File: config.mk
export PLATFORM = sky130hd
export DESIGN_NAME = id_ex_stage
export DESIGN_NICKNAME = d
export VERILOG_FILES = /design/src/rtl/id_ex_stage.sv
export SDC_FILE = /design/constraint.sdc
export NUM_CORES = 1
export LEC_CHECK = 0
export ABC_AREA = 0
export CORE_MARGIN = 4
export CORE_UTILIZATION = 33
export DETAILED_ROUTE_END_ITERATION = 7
export GPL_TIMING_DRIVEN = 1
export PLACE_DENSITY = 0.76
export SYNTH_ARGS = -nofsm -noshare
export SYNTH_HDL_FRONTEND = slang
export SYNTH_SLANG_ARGS = --single-unit
File: constraint.sdc
create_clock -name clk -period 1.97 [get_ports clk]
set_input_delay 0.591 -clock clk [delete_from_list [all_inputs] [get_ports clk]]
set_output_delay 0.591 -clock clk [all_outputs]
set_load 0.01 [all_outputs]
File: src/rtl/id_ex_stage.sv
// id_ex_stage -- ID/EX pipeline register with load-use hazard detection
// for the 5-stage RV32I core.
//
// Each cycle it captures the decoded instruction, PC, register operands and
// immediate. When the instruction in EX is a load whose rd is read by the
// instruction in decode, the PC and IF/ID are frozen for one cycle and a NOP
// bubble goes into EX. A flush from the branch unit also inserts a bubble.
// A flush overrides the load-use stall, because the stalled instruction is
// being squashed anyway.
//
// Optional feature (macro STALL_COUNT_EN): adds the stall_count output and a
// wrapping counter of load-use stall cycles.
//
// Ports:
//   clk, rst                 core clock, synchronous active-high reset
//   IF_ID_IR/PC              instruction in decode and its PC
//   rs1_data/rs2_data/imm    register file reads and sign-extended immediate
//   flush                    squash the instruction in decode
//   ID_EX_IR/PC/A/B/Imm      registered payload for EX
//   ID_EX_valid              1 = real instruction, 0 = bubble
//   pc_write, if_id_write    combinational; 0 freezes PC / IF/ID
//   stall_count              load-use stall cycles (STALL_COUNT_EN only)
module id_ex_stage #(
  parameter int          XLEN      = 32,
  parameter logic [31:0] NOP_INSTR = 32'h00000013,
  parameter int          CNT_W     = 32
) (
  input  logic            clk,
  input  logic            rst,
  input  logic [31:0]     IF_ID_IR,
  input  logic [XLEN-1:0] IF_ID_PC,
  input  logic [XLEN-1:0] rs1_data,
  input  logic [XLEN-1:0] rs2_data,
  input  logic [XLEN-1:0] imm,
  input  logic            flush,
  output logic [31:0]     ID_EX_IR,
  output logic [XLEN-1:0] ID_EX_PC,
  output logic [XLEN-1:0] ID_EX_A,
  output logic [XLEN-1:0] ID_EX_B,
  output logic [XLEN-1:0] ID_EX_Imm,
  output logic            ID_EX_valid,
  output logic            pc_write,
`ifdef STALL_COUNT_EN
  output logic            if_id_write,
  output logic [CNT_W-1:0] stall_count
`else
  output logic            if_id_write
`endif
);

  localparam logic [6:0] OP_LOAD  = 7'b0000011;
  localparam logic [6:0] OP_LUI   = 7'b0110111;
  localparam logic [6:0] OP_AUIPC = 7'b0010111;
  localparam logic [6:0] OP_JAL   = 7'b1101111;
  localparam logic [6:0] OP_R     = 7'b0110011;
  localparam logic [6:0] OP_S     = 7'b0100011;
  localparam logic [6:0] OP_B     = 7'b1100011;

  typedef struct packed {
    logic [31:0]     ir;
    logic [XLEN-1:0] pc;
    logic [XLEN-1:0] a;
    logic [XLEN-1:0] b;
    logic [XLEN-1:0] imm;
    logic            vld;
  } idex_t;

  localparam idex_t BUBBLE = '{ir: NOP_INSTR, pc: '0, a: '0, b: '0, imm: '0, vld: 1'b0};

  idex_t idex_q, idex_d;

  logic [6:0] dec_op;
  logic [4:0] dec_rs1, dec_rs2, ex_rd;
  logic       load_in_ex, rs1_used, rs2_used, hazard, stall;

  assign dec_op  = IF_ID_IR[6:0];
  assign dec_rs1 = IF_ID_IR[19:15];
  assign dec_rs2 = IF_ID_IR[24:20];
  assign ex_rd   = idex_q.ir[11:7];

  // A load with rd=x0 writes nothing, so it can never feed a dependent.
  assign load_in_ex = idex_q.vld && (idex_q.ir[6:0] == OP_LOAD) && (ex_rd != 5'd0);
  assign rs1_used   = !(dec_op == OP_LUI || dec_op == OP_AUIPC || dec_op == OP_JAL);
  assign rs2_used   = (dec_op == OP_R) || (dec_op == OP_S) || (dec_op == OP_B);
  assign hazard     = load_in_ex && ((rs1_used && ex_rd == dec_rs1) ||
                                     (rs2_used && ex_rd == dec_rs2));
  assign stall      = hazard && !flush;

  assign pc_write    = !stall;
  assign if_id_write = !stall;

  always_comb begin
    idex_d = '{ir: IF_ID_IR, pc: IF_ID_PC, a: rs1_data, b: rs2_data, imm: imm, vld: 1'b1};
    if (flush || hazard) idex_d = BUBBLE;
  end

  always_ff @(posedge clk) begin
    if (rst) idex_q <= BUBBLE;
    else     idex_q <= idex_d;
  end

  assign ID_EX_IR    = idex_q.ir;
  assign ID_EX_PC    = idex_q.pc;
  assign ID_EX_A     = idex_q.a;
  assign ID_EX_B     = idex_q.b;
  assign ID_EX_Imm   = idex_q.imm;
  assign ID_EX_valid = idex_q.vld;

`ifdef STALL_COUNT_EN
  // Wraps naturally at 2^CNT_W-1 -> 0.
  always_ff @(posedge clk) begin
    if (rst)        stall_count <= '0;
    else if (stall) stall_count <= stall_count + 1'b1;
  end
`endif

endmodule

==> metrics.md <==
| Metric | Value |
|---|---|
| Status | complete, but fails checks |
| Failing checks | setup timing |
| Layout Nets | between 1,000 and 1,500 |
| Post-synth top area share | a little over half |
| Vias | 5,662 |
| Num CTS Buffers | 17 |
| Row count | 49 |
| Die Footprint | 0.0205 mm2 |
| Hold Path End | ID_EX_IR[2]$_SDFF_PP0_ |
| Die W | about 140 um |
| EDFF count, synth | 0 |
| Syn Nets | roughly 740 |
| Final Worst Setup Slack | -0.522 ns |
| Detail Placement HPWL | 14,000 um |
| Hold wc startpoint | IF_ID_IR[2] |
| Worst r2r src | ID_EX_IR[7]$_SDFF_PP0_ |
| Syn Area/Cell | roughly 11 um2 |
| # fillers | about 1,400 |
| CTS clk-pin slew, worst paths | around 0.060 ns |
| CP endpoint kind | primary output |
| Die Ht | between 100 and 150 um |
| Leakage Power | 4.88 nW |
| Final wirelength | ~22,000 um |
| Initial antenna violation count | 0 |
| DR WL/cell | 18.4 um |
| First-pass GRT wire length | 30,500 um |
| Register-to-Register Path Depth | 12 |
| Slew Limit Fails | 0 |
| Slew HR | between 70% and 80% |
| Tightest Hold Check Type | in -> reg |
| Crit path arrival time | between 1.5 and 2 ns |
| DRC Markers | 0 |
| Global route overflow | 0 |
| CP Launch Type | flip-flop |
| TritonCTS clock tree | done |
| Largest net degree at the start of global routing | 62 |
| Netlist cell types | 27 |
| Buffers on Ports | between 300 and 400 |
| Max-Cap Viols | 0 |
| Vias in the first global route | roughly 5,700 |
| Ant. Diodes | 0 |
| Ratio of cells with drive above 1 in the final layout | about a third |
| Post-synthesis sequential area ratio | a little over half |
| Fin Setup TNS | -55.23 ns |
| Root Buffer | clkbuf_16 |
| Ys async rst share | 0% |
| Detailed Route Iter0 Violations | 179 |
| Crit path time final | 2.49 ns |
| Final period util | 126% |
| Number of hold violations in the final report | 0 |
| Fmax | 401 MHz |
| Top_reg_cell synth | dfxtp_1 |
| Via density | about 4.7 |
| Drt pass-1 iters | 4 |
| Reg2reg setup slack | -0.47 ns |
| Pwr per Cell Area | approximately 680 mW/mm2 |
| Final setup violation count | 163 |
| Area after DPL | ~0.0098 mm2 |
| Synthesized cell area | ~0.0060 mm2 |
| Req. time, crit path | between 1 and 1.5 ns |
| Design Power | 0.00789 W |
| Initial Utilization | about a third |
| Hold depth | 3 |
| GPL Wtd Cong | slightly above 0.8 |
| I/O pin count | roughly 330 |
| H-tree levels | 4 |
| Worst Max-Slew Pin Slew | between 0.3 and 0.4 ns |
| Synth area leaders | dfxtp_1 53%, nor3_2 22%, nand2_1 9.1%, buf_6 5.2%, nor3_1 2.6% |
| Synth Instances | 573 |
| Critical R2R Capture | ID_EX_IR[6]$_SDFF_PP0_ |
| Syn. warnings | 0 |
| Post-detailed-route count of antenna-violating nets | 0 |
| Area added between synthesis and finish | 91.0% |
| All-layer global routing usage | roughly a fifth |
| Area of the core | between 0.015 and 0.02 mm2 |
| Critical path class | reg -> out |
| Worst-case vdd ir drop | ~560 uV |
| Hold-fix buffers, CTS | 0 |
| Final instance area | ~0.012 mm2 |
| Max Fanout on Critical Path | 2 |
| Clock skew | between 0.01 and 0.015 ns |
| RSZ-0062 raised after global routing | yes |
| Dominant cell type by area after synthesis | dfxtp_1 |
| Clock latency on the worst-skew pair | around 0.42 ns |
| Clock sink count | 161 |
| Synthesized flop and latch total | approximately 160 |
| Clk buf depth | 2 |
-- layer usage --
metal	GRT usage, %	wire length (um)
met1	20.9	8310
met2	34.2	11700
met3	5.89	1680
met4	9.02	678
met5	0	0
-- cell usage after synthesis, types with 2 or more instances --
cell type  instances
clkbuf_1          21
nand2_1          147
nand3_1           19
inv_1              3
and3_1             2
nor3_2           130
buf_6             28
or4_1              2
nor4_4             2
dfxtp_1          161
nor3_1            31
xor2_1             3
buf_4              3
xnor2_1            8
-- worst max-delay path: stages (launching register included) --
cell      delay, ns
dfxtp_2        0.33
or4_4          0.57
o211ai_4       0.21
inv_2          0.05
o211ai_1       0.12
buf_2          0.21
-- cell type report --
class | instances | area [um2] | share of cell area, %
timing repair buffer | 435 | 4810 | 41.7
sequential | 161 | 3230 | 28.0
multi-input combinational | 357 | 2590 | 22.5
clock buffer | 19 | 443 | 3.84
tap | 229 | 287 | 2.48
clock inverter | 12 | 158 | 1.37
inverter | 3 | 11.3 | 0.0976
-- how the worst max path moves through the flow --
stage | startpoint | end | slack, ns | cells after the start
floorplan | ID_EX_IR[7]$_SDFF_PP0_ | pc_write | -0.18 | 5
global placement | IF_ID_IR[3] | pc_write | -1.16 | 6
detailed placement | IF_ID_IR[3] | pc_write | -1.19 | 6
CTS | ID_EX_IR[7]$_SDFF_PP0_ | pc_write | -0.47 | 5
global route | ID_EX_IR[7]$_SDFF_PP0_ | pc_write | -0.55 | 5
finish | ID_EX_IR[7]$_SDFF_PP0_ | pc_write | -0.52 | 5
-- metrics by stage --
stage               setup WS [ns]  cells  util [%]  hold slack (ns)
finish                     -0.522   1216      64.2            0.485
global placement            -1.16   1141      54.7            0.954
floorplan                  -0.176    573         -            0.702
detailed placement          -1.19   1141      54.7            0.961
global route               -0.551   1216      64.2            0.484
CTS                        -0.474   1203      62.3            0.541
-- placed cells by master, fill, tap and decap left out, types with 4 or more instances in the layout --
master	instances
buf_6	20
nand2_1	146
clkbuf_16	25
nor3_1	23
buf_12	23
nor3_2	131
buf_8	13
dfxtp_2	4
nand3_1	17
buf_16	9
nor3_4	7
clkdlybuf4s50_1	295
clkinv_4	4
dlygate4sd2_1	22
buf_4	37
dfxtp_1	157
-- cells by family (layout without fill, tap and decap cells) --
group           Yosys count  count (layout)  share of synthesized area, %
flops                   161             161                          53.4
buf+inv                  55             469                          7.09
xor+xnor                 11              11                          1.60
compound gates            3               3                         0.663
simple gates            343             343                          37.3
-- registers in the layout, indices dropped and copies added (netlist names) --
register,cells
ID_EX_A,32
ID_EX_B,32
ID_EX_IR,32
ID_EX_Imm,32
ID_EX_PC,32
ID_EX_valid,1
-- report_power, final --
group / leakage (nW) / switching (W) / internal (W)
Clock: 0.298 / 0.00138 / 0.00203
Combinational: 3.26 / 0.000398 / 0.000660
Sequential: 1.32 / 0.0000419 / 0.00339
-- timing repair --
action / in CTS / in global routing
pin swaps: 49 / 9
setup endpoints to repair: 175 / 164
gates cloned: 11 / 12
buffers inserted: 22 / 8
gates resized for setup: 122 / 53
endpoints found under the hold margin: 0 / 0
No activity file was read; power rests on OpenSTA's default activity.
